## src/rtl/edge_x_locator.sv

```systemverilog
// rtl/edge_x_locator.sv - leftmost edge-pixel X inside a row window, reported once per frame
module edge_x_locator #(
  parameter int STROBE_LEN = 4,
  parameter bit VS_POL     = 1'b1
) (
  input  logic        clk,
  input  logic        rst_n,
  input  logic        en,
  input  logic        vsync,
  input  logic        de,
  input  logic        edge_pix,
  input  logic [11:0] roi_y_start,
  input  logic [11:0] roi_y_end,
  output logic [11:0] x_pos,
  output logic        x_strobe,
  output logic        x_found
);

  localparam int          SW    = $clog2(STROBE_LEN + 1);
  localparam logic [11:0] X_MAX = 12'hFFF;

  typedef enum logic [1:0] {IDLE, ARM, SCAN} state_t;

  state_t        state, state_n;
  logic          vs_d1, vs_d2, de_d;
  logic          vs_rise, de_fall;
  logic [11:0]   x_cnt, y_cnt;
  logic [11:0]   min_x, min_n;
  logic          found, found_n;
  logic          rep_v, rep_n;
  logic [11:0]   rep_x, rep_x_n;
  logic          rep_found, rep_found_n;
  logic [SW-1:0] strb_cnt;
  logic          in_roi, hit;

  assign vs_rise = vs_d1 & ~vs_d2;
  assign de_fall = de_d & ~de;
  // start > end makes both bounds impossible to meet at once, so the window is empty
  assign in_roi  = (y_cnt >= roi_y_start) && (y_cnt <= roi_y_end);
  assign hit     = de && edge_pix && in_roi && (x_cnt < min_x);

  // Frame-sync and data-enable delay flops used for edge detection
  always_ff @(posedge clk or negedge rst_n) begin
    if (!rst_n) begin
      vs_d1 <= 1'b0;
      vs_d2 <= 1'b0;
      de_d  <= 1'b0;
    end else begin
      vs_d1 <= (vsync == VS_POL);
      vs_d2 <= vs_d1;
      de_d  <= de;
    end
  end

  // Pixel column counter: holds the current pixel's X while de is high
  always_ff @(posedge clk or negedge rst_n) begin
    if (!rst_n) begin
      x_cnt <= '0;
    end else if (!de) begin
      x_cnt <= '0;
    end else if (x_cnt != X_MAX) begin
      x_cnt <= x_cnt + 12'd1;
    end
  end

  // Line counter: advances at the end of each line, restarts at frame sync
  always_ff @(posedge clk or negedge rst_n) begin
    if (!rst_n) begin
      y_cnt <= '0;
    end else if (vs_rise) begin
      y_cnt <= '0;
    end else if (de_fall && (y_cnt != X_MAX)) begin
      y_cnt <= y_cnt + 12'd1;
    end
  end

  // FSM state, running minimum and the one-cycle report stage
  always_ff @(posedge clk or negedge rst_n) begin
    if (!rst_n) begin
      state     <= IDLE;
      min_x     <= X_MAX;
      found     <= 1'b0;
      rep_v     <= 1'b0;
      rep_x     <= '0;
      rep_found <= 1'b0;
    end else begin
      state     <= state_n;
      min_x     <= min_n;
      found     <= found_n;
      rep_v     <= rep_n;
      rep_x     <= rep_x_n;
      rep_found <= rep_found_n;
    end
  end

  // Next-state logic; a pixel coinciding with vs_rise is folded into the ending frame's report
  always_comb begin
    state_n     = state;
    min_n       = min_x;
    found_n     = found;
    rep_n       = 1'b0;
    rep_x_n     = rep_x;
    rep_found_n = rep_found;
    case (state)
      IDLE: begin
        min_n   = X_MAX;
        found_n = 1'b0;
        if (en) state_n = ARM;
      end
      ARM: begin
        if (vs_rise) begin
          min_n   = X_MAX;
          found_n = 1'b0;
          state_n = SCAN;
        end
      end
      SCAN: begin
        if (hit) begin
          min_n   = x_cnt;
          found_n = 1'b1;
        end
        if (vs_rise) begin
          rep_n       = 1'b1;
          rep_x_n     = hit ? x_cnt : min_x;
          rep_found_n = found | hit;
          min_n       = X_MAX;
          found_n     = 1'b0;
        end
      end
      default: begin
        state_n = IDLE;
        min_n   = X_MAX;
        found_n = 1'b0;
      end
    endcase
    if (!en) begin
      state_n = IDLE;
      rep_n   = 1'b0;
      min_n   = X_MAX;
      found_n = 1'b0;
    end
  end

  // Output registers: latch the report and run the strobe counter (restarts on a new report)
  always_ff @(posedge clk or negedge rst_n) begin
    if (!rst_n) begin
      x_pos    <= '0;
      x_found  <= 1'b0;
      strb_cnt <= '0;
    end else if (!en) begin
      strb_cnt <= '0;
    end else if (rep_v && rep_found) begin
      x_pos    <= rep_x;
      x_found  <= 1'b1;
      strb_cnt <= SW'(STROBE_LEN);
    end else begin
      if (rep_v) x_found <= 1'b0;
      if (strb_cnt != '0) strb_cnt <= strb_cnt - SW'(1);
    end
  end

  // Strobe is gated by en so it drops in the same cycle the block is disabled
  assign x_strobe = en && (strb_cnt != '0);

endmodule

```

## config.mk

```make
export PLATFORM = sky130hd
export DESIGN_NAME = edge_x_locator
export DESIGN_NICKNAME = d
export VERILOG_FILES = /design/src/rtl/edge_x_locator.sv
export SDC_FILE = /design/constraint.sdc
export NUM_CORES = 1
export LEC_CHECK = 0
export CAP_MARGIN = 5
export CORE_UTILIZATION = 61
export CTS_CLUSTER_SIZE = 28
export DETAILED_ROUTE_END_ITERATION = 8
export PLACE_DENSITY = 0.87
export SKIP_CTS_REPAIR_TIMING = 1
export SLEW_MARGIN = 20
export SYNTH_ARGS = -nofsm -noshare
export SYNTH_HDL_FRONTEND = slang
export SYNTH_SLANG_ARGS = --single-unit
```

## constraint.sdc

```tcl
create_clock -name clk -period 5.8 [get_ports clk]
set_input_delay 0.58 -clock clk [delete_from_list [all_inputs] [get_ports clk]]
set_output_delay 0.58 -clock clk [all_outputs]
set_load 0.01 [all_outputs]
```

== After elaboration in Yosys (flattened, before gate mapping) ==
Index checks and enable logic that the tools add are counted.
Word-level totals
  word-level logic and storage cells: 75
  output and inout bits: 14
  flip-flop bits (word level): 72
Cells by class
  $lt $le $gt $ge: 3
  equality and inequality tests: 9
  add/sub/neg operators: 3
  reductions and logical operators: 16
  multiplexer cells: 25
  bitwise operators: 5
Operators with widths (number)
  $mux W12: 8
  $add A12 B1 Y12 const B: 2
  $ne A12 B12 Y1 const B: 2
  $pmux W12 S2: 1
  $ge A12 B12 Y1: 1
  $le A12 B12 Y1: 1
  $lt A12 B12 Y1: 1
  $reduce_and A2 Y1: 5
  $mux W1: 9
  $mux W3: 3
  $logic_and A1 B1 Y1: 7
  $pmux W2 S3: 1
  $mux W2: 2
  $ne A4 B4 Y1 const B: 1
  $reduce_bool A2 Y1: 2
  $ne A3 B1 Y1 const B: 1
  $ne A3 B3 Y1 const B: 1
  $reduce_bool A3 Y1: 1
  $sub A3 B1 Y3 const B: 1
  $and A1 B1 Y1: 2
  $eq A2 B1 Y1 const B: 1
  $eq A2 B2 Y1 const B: 1
  $logic_not A2 Y1: 1
  $ne A2 B1 Y1 const B: 1
  4 further kinds: 5

== Logic depth before layout (Yosys ltp) ==
Gate-level depths: netlist (run 1).
  depth after elaboration: 8
  depth in mapped cells: 11
  depth with buffers taken out: 9

== Least setup slack after synthesis (run 1) ==
No wires, ideal clock.
  kind: input to register
  start point: input roi_y_end[1]
  end point: register min_x[10]
  data required time: 5.720 ns
  cell stages on the path: 11
  slack: 3.245 ns
  path buffers: 2
  arrival time: 2.476 ns
  cell sequence: inv_1 > ha_1 > nor2b_1 > o211ai_1 > a211o_1 > a31oi_1 > or4_1 > buf_6 > nand2b_4 > buf_6 > o22a_1
On the way
  word-level cells in the longest chain between the ends: 8
RTL lines
  from (decl): line 13  | input logic [11:0] roi_y_end,
  $le A12 B12 Y1: line 39  | assign in_roi = (y_cnt >= roi_y_start) && (y_cnt <= roi_y_end);
  $logic_and A1 B1 Y1: line 39
  $logic_and A1 B1 Y1 (2 in series): line 40  | assign hit = de && edge_pix && in_roi && (x_cnt < min_x);
  $mux W12 (2 in series)
  $pmux W12 S2
  $mux W12
  to (signal assigned): line 88  | min_x <= min_n;
  to (decl): line 28  | logic [11:0] min_x, min_n;
No other way between the ends.
A chain may end at the register's enable or synchronous reset.

== Worst setup path after layout (run 1) ==
  start point: input roi_y_start[2]
  end point: register min_x[2]
On the way
  word-level cells in the longest chain between the ends: 8
RTL lines
  from (decl): line 12  | input logic [11:0] roi_y_start,
  $ge A12 B12 Y1: line 39
  $logic_and A1 B1 Y1: line 39
  $logic_and A1 B1 Y1 (2 in series): line 40
  $mux W12 (2 in series)
  $pmux W12 S2
  $mux W12
No other way between the ends.

==> results.md, run 1 <==
- GRT overflow: 0
- I/O pin cnt: 44
- Crit-path leading delay family: compound AO/OA/AOI/OAI gates
- Leak Pwr: 2.33 nW
- Max Slew Vio Count: 0
- Initial DRC count: 152
- Worst VDD drop: 0.205 mV
- Post-synth EDFFs: 0
- Most frequent cell after synthesis: dfrtp_1
- Initial Util: 63.0%
- Multi-input logic area: 0.00196 mm^2
- Final #Nets: 504
- Buffers on Ports: 43
- Cell Chain, Critical Path: clkdlybuf4s50_1 > inv_1 > ha_1 > nand2_1 > o21ai_0 > a221oi_1 > o311a_1 > or4_1 > a21oi_4 > o22a_1
- Critical path buffers and inverters: 2
- Reg2reg path depth: 8
- Cell Area, Placed: 0.00445 mm^2
- DR vias: 2973
- RSZ-0062 raised after global routing: false
- Final Hold Fails: 0
- CTS root buffer: clkbuf_8
- GPL Wtd Cong: 0.903
- Finish-stage setup viols: 0
- Dominant synthesized flop cell: dfrtp_1
- Status: finished, final reports clean
- Synthesis Warnings: 0
- Fin Clk Skew: 0.00517 ns
- Top post-synthesis cells by count: dfrtp_1 (60), nor2_1 (45), inv_1 (40)
- Class of the worst hold path: reg -> reg
- Seq cells post-synth: 72
- Min Tclk post-route: 3.28 ns
- Worst-Skew Late Latency: 0.34 ns
- Via-per-instance ratio: 5.75
- H-tree Lvls: 3
- Final Cell Area: 0.00464 mm^2
- CTS sink cnt: 72
- Synthesized area per cell: 10.1 um^2
- Routed wire length per instance: 15.0 um
- Synth area leader: dfrtp_1
- Share of layout cells above drive strength 1: 10.2%
- Fillers: 450
- Power density over cell area: 236 mW/mm^2
- CTS tree: done
- Min-Delay Startpoint: vs_d1
- Die area: 0.00689 mm^2
- Global-route wire length before repair: 13.9 mm
- Post-DP HPWL: 5.75 mm
- Post-synth ARST share: 100%
- CP arrival: 3.56 ns
- CP Launch Point: roi_y_start[2]
- Vias in the first global route: 3056
- Actual slew at the worst max-slew pin: 0.889 ns
- Area share of the largest cell type after synthesis: 37.5%
- GRT Overall Usage: 25.5%
- CP max stage delay: 0.83 ns
- R2r endpoint: min_x[2]
- FF-to-FF Start: min_x[1]
- Synth unique cells: 43
- Hold_ws: 0.375 ns
- # diodes: 0
- Top post-synthesis cells by area: dfrtp_1 (38%), ha_1 (12%), dfstp_2 (7.9%)
- Worst hold endpoint: vs_d2
- Startpoint types: input pin
- Layout Cells excl Fill: 517
- Hold depth: 0
- Core Footprint: 0.00635 mm^2
- CTS Buf Count: 9
- Crit Path Class: in -> reg
- Crit. End Element: register
- PnR Total Power: 1.09 mW
- Achievable frequency: 305 MHz
- Mapped Area: 0.00400 mm^2
- DRC: 0
- Post-Route WL: 7.73 mm
- Mapped Cells: 395
- Initial antenna violation count: 0
- 1st-pass router iterations: 4
- Rel. slew slack: 40.7%
- Dpl cells: 501
- Clock buffer depth: 2
- Area grow syn2layout: 15.9%
- Die Wd: 83.0 um
- Largest net degree at the start of global routing: 73
- Fin crit share: 56.6%
- CP required: 6.08 ns
- Register area: 0.00182 mm^2
- Worst reg-to-reg setup slack: 2.63 ns
- Clock transition at path regs: 0.07 ns
- TNS Setup: 0 ns
- Die height: 83.0 um
- Row count: 29
- Register area share after synthesis: 45.4%
- Syn_nets: 464
- Final ANT Viol Nets: 0
- Slowest-stage cell, CP: or4_1
- MaxCap Viol Count: 0
- CP max FO: 15
[logic make-up after synthesis]
logic type	count (synthesis)	share of synthesized area, %
xor gates and xnor gates	20	4.38
AOI/OAI and AO/OA	62	10.1
muxes	27	7.13
buffers and inverters	55	5.72
and+or+nand+nor	120	15.0
DFF	72	45.4
adders and majority gates	39	12.2
[flip-flops by register name, summed over array words and instances, names as in the netlist]
name       cells
strb_cnt       3
x_cnt         12
x_found        1
found          1
rep_v          1
rep_x         12
rep_found      1
y_cnt         12
x_pos         12
vs_d1          1
de_d           1
vs_d2          1
state          2
min_x         12
[how the worst max path moves through the flow]
stage	end	slack [ns]	cells after the start
global route	min_x[2]	2.37	10
CTS	min_x[2]	2.54	10
detailed placement	min_x[6]	2.20	10
global placement	min_x[2]	2.30	10
finish	min_x[2]	2.52	10
floorplan	min_x[10]	3.24	11
[power breakdown]
part / leakage, nW / total (mW) / switching [mW] / internal, mW
Sequential: 0.876 / 0.556 / 0.0242 / 0.532
Clock: 0.0992 / 0.360 / 0.172 / 0.188
Combinational: 1.36 / 0.178 / 0.0845 / 0.0932
[area by class of cell]
| class | instances | area share [%] |
|---|---|---|
| inverter | 40 | 3.24 |
| tap | 77 | 2.08 |
| clock buffer | 13 | 3.64 |
| clock inverter | 3 | 0.324 |
| multi-input combinational | 268 | 42.2 |
| timing repair buffer | 44 | 9.34 |
| sequential | 72 | 39.2 |
[layer usage]
layer | up-vias | track usage, % | part of all wire [%]
li1 | 1455 | - | -
met1 | 1447 | 31.8 | 43
met2 | 59 | 43.3 | 51
met3 | 12 | 7.16 | 5.2
met4 | 0 | 7.37 | 1.4
met5 | - | 0 | 0
[worst reg2reg max path, delay by kind of cell (launching register included)]
family / cells / cell delay, ns
buf+inv: 1 / 0.04
compound gates: 4 / 1.18
fa+ha+maj: 1 / 0.26
simple gates: 2 / 1.08
flops: 1 / 0.54
[metrics by stage]
stage / setup WS [ns] / util [%]
global route: 2.37 / 73.0
floorplan: 3.24 / -
finish: 2.52 / 73.0
CTS: 2.54 / 73.0
detailed placement: 2.20 / 70.1
global placement: 2.30 / 70.1
[placed cells by master (no fill, tap or decap), types with 3 or more instances in the layout]
cell	n
a21oi_1	26
a31oi_1	3
and2_1	3
clkbuf_8	12
clkdlybuf4s50_1	42
clkinv_2	3
dfrtp_1	60
dfstp_2	12
ha_1	39
inv_1	40
mux2_2	12
mux2i_1	15
nand2_1	18
nand2b_1	4
nand3_1	11
nand4_1	15
nor2_1	45
nor2b_1	5
nor3b_1	3
o21ai_0	9
o22a_1	12
or3_1	4
xnor2_1	7
xor2_1	13
Power figures use the tool's default switching activity.
==> run 2, diff against run 1 <==
Settings changed: CORE_UTILIZATION 61 to 57, PLACE_DENSITY 0.87 to 0.83.
Clock period 5.8 ns to 3.2 ns, I/O delays scaled along.
==> run 2 against run 1 <==
Register-to-register slack worse by 2.2 ns. Wire length grew 6.7%. Largest cell class unchanged. Worst hold slack lost 0.0046 ns. Clock power is 120% higher. Worst setup slack worse by 2.1 ns.
==> results.md, run 2 (synthesis gave the netlist of run 1 again) <==
- CTS sink cnt: 72 (unchanged)
- Crit Path Class: reg -> reg
- Min Tclk post-route: 2.80 ns
- 1st-pass router iterations: 4 (unchanged)
- Via-per-instance ratio: 5.56 (-3.3%)
- Buffers on Ports: 43 (unchanged)
- Worst-Skew Late Latency: 0.35 ns (about the same)
- Finish-stage setup viols: 0 (unchanged)
- Die height: 85.8 um (+3.4%)
- Post-Route WL: 8.25 mm (+6.7%)
- Startpoint types: register
- Clock buffer depth: 2 (unchanged)
- Sw Pwr: 512 uW (+82%)
- RSZ-0062 raised after global routing: false
- Crit. End Element: register
- CP max FO: 13 (-2)
- Worst VDD drop: 0.343 mV (+67%)
- Final Hold Fails: 0 (unchanged)
- I/O pin cnt: 44 (unchanged)
- # diodes: 0 (unchanged)
- CP required: 3.38 ns (-2.70 ns)
- Fillers: 491 (+9.1%)
- CP arrival: 2.98 ns (-0.58 ns)
- Register share of total power: 47.4% (-3.4 points)
- Fin Clk Skew: 0.00587 ns (+0.000696 ns)
- Sw Ratio: 24.3% (-1.4 points)
- Clock share of power: 36.8% (+3.9 points)
- DRC: 0 (unchanged)
- Row count: 30 (+3.4%)
- Die Wd: 85.8 um (+3.4%)
- Area grow syn2layout: 18.8%
- Commonest non-fill, non-tap cells in the layout: dfrtp_1 (60), nor2_1 (45), clkdlybuf4s50_1 (42)
- Vias in the first global route: 3073 (+0.56%)
- Clock transition at path regs: 0.07 ns (about the same)
- Commonest non-fill, non-tap cell in the layout: dfrtp_1
- Largest net degree at the start of global routing: 48 (-34%)
- CTS tree: done
- CTS Buf Count: 9 (unchanged)
- Status: finished, final reports clean
- Initial DRC count: 234 (+54%)
- Final ANT Viol Nets: 0 (unchanged)
- PnR Total Power: 2.11 mW (+93%)
- Actual slew at the worst max-slew pin: 0.935 ns (+0.0465 ns)
- Post-DP HPWL: 5.92 mm (+2.9%)
- Initial antenna violation count: 0 (unchanged)
- GPL Wtd Cong: 0.879 (-2.7%)
- Leak Pwr: 2.38 nW (+2.0%)
- Fin crit share: 87.5%
- Combinational share of power: 15.8% (-0.4 points)
- Rel. slew slack: 37.6% (-3.1 points)
- GRT Overall Usage: 25.4% (-0.048 points)
- Core Footprint: 0.00679 mm^2 (+7.0%)
- MaxCap Viol Count: 0 (unchanged)
- Global-route wire length before repair: 14.3 mm (+2.8%)
- Power density over cell area: 444 mW/mm^2 (+88%)
- Share of layout cells above drive strength 1: 10.9% (+0.71 points)
- TNS Setup: 0 ns (unchanged)
- Achievable frequency: 357 MHz
- Class of the worst hold path: reg -> reg
- Pint: 1.60 mW (+96%)
- Max Slew Vio Count: 0 (unchanged)
- Die area: 0.00736 mm^2 (+6.8%)
- H-tree Lvls: 3 (unchanged)
- Final #Nets: 512 (+1.6%)
- DR vias: 3024 (+1.7%)
- Routed wire length per instance: 15.2 um (+1.4%)
- GRT overflow: 0 (unchanged)
- CTS root buffer: clkbuf_8
- Initial Util: 58.9% (-4.1 points)
[run 2: cell types whose count changed in the layout (fill, tap and decap cells not counted), sizes merged]
| cell | previous run | this run |
|---|---|---|
| buf | 2 | 9 |
| bufinv | 0 | 2 |
| clkinv | 3 | 1 |
| dlygate4sd3 | 0 | 1 |
[run 2: metal layers]
| metal | global-route usage [%] | share of wire (%) |
|---|---|---|
| met2 | 40.4 | 49 |
| met1 | 33.7 | 45 |
| met5 | 0 | 0 |
| met4 | 11.4 | 1.7 |
| met3 | 5.77 | 4.4 |
[run 2: per-stage QoR]
stage	area (um^2)	setup slack (ns)	hold slack, ns	cells	util, %
after floorplan	4000	0.704	0.0244	395	-
after global placement	4530	0.268	0.343	527	66.6
after detailed placement	4530	0.179	0.340	527	66.6
after CTS	4740	0.438	-0.0379	543	69.8
after global routing	4750	0.235	0.389	544	69.9
final	4750	0.400	0.370	544	69.9
[run 2: power by group through the flow]
stage	clock network (mW)	registers [mW]	logic (mW)
floorplan	0	1.02	0.173
global placement	0	1.01	0.318
detailed placement	0	1.02	0.334
CTS	0.790	1.00	0.337
global route	0.829	1.01	0.382
finish	0.776	1.00	0.333
[run 2: worst max-delay path, stage by stage (launching register included)]
cell and delay (ns):
dfstp_2 0.55, inv_1 0.04, ha_1 0.27, or3_1 0.36, o21ai_0 0.09, or4_1 0.13, o21ai_1 0.08, or4_1 0.58
buf_4 0.26, mux2i_1 0.18, a21oi_1 0.09
[run 2: area by class of cell]
class / instances / area, um^2 / area share, %
clock buffers: 13 / 149 / 3.13
clock inverters: 3 / 65.1 / 1.37
inverters: 40 / 150 / 3.16
multi-input cells: 268 / 1950 / 41.1
flip-flops and latches: 72 / 1820 / 38.2
well taps: 96 / 120 / 2.53
repair buffers: 52 / 495 / 10.4
[run 2: final timing paths]
kind / from / to / slack [ns] / cells after the start
hold reg to reg: vs_d1 / vs_d2 / 0.37 / 0
hold / removal: vs_d1 / vs_d2 / 0.37 / 0
setup reg to reg: min_x[2] / rep_x[5] / 0.40 / 10
setup / recovery: min_x[2] / rep_x[5] / 0.40 / 10
max in group asynchronous: rst_n / rep_x[5] / 1.71 / 3
min in group asynchronous: rst_n / x_found / 0.50 / 2
==> run 3, diff against run 2 <==
Settings changed: CTS_CLUSTER_DIAMETER from default to 40, PLACE_DENSITY 0.83 to default, PLACE_DENSITY_LB_ADDON from default to 0.05.
==> run 3 against run 2 <==
Global-route usage shrank 1.1 points. Clock power hardly changed. Worst hold slack worse by 0.32 ns. Critical path type unchanged. Critical endpoint is now rep_x[8]. Largest cell class unchanged.
==> results.md, run 3 (synthesis gave the netlist of run 1 again) <==
- GRT overflow: 0 (unchanged)
- Status: finished, final reports clean
- Max Slew Vio Count: 0 (unchanged)
- CP max stage delay: 0.59 ns (about the same)
- Class of the worst hold path: in -> async
- MaxCap Viol Count: 0 (unchanged)
- Worst VDD drop: 0.388 mV (+13%)
- Clock buffer depth: 2 (unchanged)
- Fin Clk Skew: 0.00723 ns (+0.00137 ns)
- Clock transition at path regs: 0.07 ns (about the same)
- CP max FO: 5 (-8)
- Leak Pwr: 2.38 nW (+0.22%)
- CP arrival: 2.91 ns (-0.07 ns)
- Cell Chain, Critical Path: inv_1 > ha_1 > or3_1 > o21ai_0 > or4_1 > o21ai_1 > or4_1 > buf_4 > mux2i_1 > a21oi_1
- Achievable frequency: 367 MHz (+2.7%)
- 1st-pass router iterations: 4 (unchanged)
- Final Cell Area: 0.00476 mm^2 (+0.21%)
- Via-per-instance ratio: 5.46 (-1.9%)
- Final Hold Fails: 0 (unchanged)
- Initial antenna violation count: 0 (unchanged)
- CP Launch Point: min_x[2]
- Cell Area, Placed: 0.00455 mm^2 (+0.44%)
- RSZ-0062 raised after global routing: false
- CP required: 3.39 ns (about the same)
- Post-DP HPWL: 5.87 mm (-0.84%)
- I/O pin cnt: 44 (unchanged)
- Initial Util: 58.9% (unchanged)
- Power density over cell area: 443 mW/mm^2 (-0.35%)
- Worst path most repeated cell: or4_1
- Vias in the first global route: 2920 (-5.0%)
- Routed wire length per instance: 14.5 um (-4.5%)
- Startpoint types: register
- Die height: 85.8 um (unchanged)
- Die Wd: 85.8 um (unchanged)
- CTS tree: done
- CTS root buffer: clkbuf_8
- DRC: 0 (unchanged)
- DR vias: 2968 (-1.9%)
- Worst reg-to-reg setup slack: 0.47 ns (+0.07 ns)
- CTS sink cnt: 72 (unchanged)
- FF-to-FF Start: min_x[2]
- TNS Setup: 0 ns (unchanged)
- GPL Wtd Cong: 0.839 (-4.5%)
- Slowest-stage cell, CP: or4_1
- Actual slew at the worst max-slew pin: 0.904 ns (-0.0309 ns)
- Core Footprint: 0.00679 mm^2 (unchanged)
- Final ANT Viol Nets: 0 (unchanged)
- Share of layout cells above drive strength 1: 11.2% (+0.22 points)
- Global-route wire length before repair: 13.7 mm (-3.9%)
- Die area: 0.00736 mm^2 (unchanged)
- Min Tclk post-route: 2.73 ns (-0.0743 ns)
- Rel. slew slack: 39.7% (+2.1 points)
- H-tree Lvls: 3 (unchanged)
- Commonest non-fill, non-tap cells in the layout: dfrtp_1 (60), nor2_1 (45), clkdlybuf4s50_1 (42)
- Crit Path Class: reg -> reg
- Final Util: 70.1% (+0.15 points)
- Commonest non-fill, non-tap cell in the layout: dfrtp_1
- Post-Route WL: 7.88 mm (-4.5%)
- Crit. End Element: register
- Finish-stage setup viols: 0 (unchanged)
- Final #Nets: 512 (unchanged)
- CTS Buf Count: 9 (unchanged)
- GRT Overall Usage: 24.3% (-1.1 points)
- Buffers on Ports: 43 (unchanged)
- Initial DRC count: 141 (-40%)
- Fin crit share: 85.2% (-2.3 points)
- Largest net degree at the start of global routing: 39 (-19%)
- Worst-Skew Late Latency: 0.35 ns (about the same)
- Area grow syn2layout: 19.0%
- Row count: 30 (unchanged)
- # diodes: 0 (unchanged)
## run 3: changes by cell type in the layout (fill, tap and decap cells not counted), sizes merged
cell / delta
buf: +1
dlygate4sd3: -1
## run 3: final timing paths
path	end	cells after the start
worst min register to register	vs_d2	0
worst max-delay path	rep_x[8]	10
min in group clk	vs_d2	0
max in group asynchronous	min_x[5]	2
worst min-delay path	vs_d1	1
worst max register to register	rep_x[8]	10
## run 3: stage by stage
step	power [mW]	hold slack [ns]	setup slack, ns	cells
after floorplan	1.20	0.0244	0.704	395
after global placement	1.34	0.353	0.246	528
after detailed placement	1.35	0.354	0.193	528
after CTS	2.13	0.0736	0.470	544
after global routing	2.22	0.113	0.339	544
final	2.11	0.0509	0.475	544
## run 3: cell type report
type | instances | area (um^2)
Tap cell | 96 | 120
Clock buffer | 13 | 149
Multi-Input combinational cell | 268 | 1950
Sequential cell | 72 | 1820
Inverter | 40 | 150
Timing Repair Buffer | 52 | 505
Fill cell | 539 | 2030
Clock inverter | 3 | 65.1
## run 3: layer usage
| metal | track usage [%] | routed length [um] | up-vias |
|---|---|---|---|
| met5 | 0 | 0 | - |
| met2 | 38.4 | 3620 | 65 |
| met1 | 34.0 | 3810 | 1428 |
| li1 | - | - | 1468 |
| met4 | 5.30 | 58 | 0 |
| met3 | 6.26 | 390 | 7 |
## run 3: worst max-delay path, delay by kind of cell (launching register included)
kind / cells / cell delay [ns]
buf+inv: 2 / 0.28
simple gates: 3 / 1.04
fa+ha+maj: 1 / 0.25
mux: 1 / 0.19
compound gates: 3 / 0.24
flops: 1 / 0.55
## run 3: report_power, final
group	switching, mW	internal [mW]	total (mW)
Sequential	0.0369	0.965	1.00
Combinational	0.155	0.174	0.329
Clock	0.317	0.460	0.777
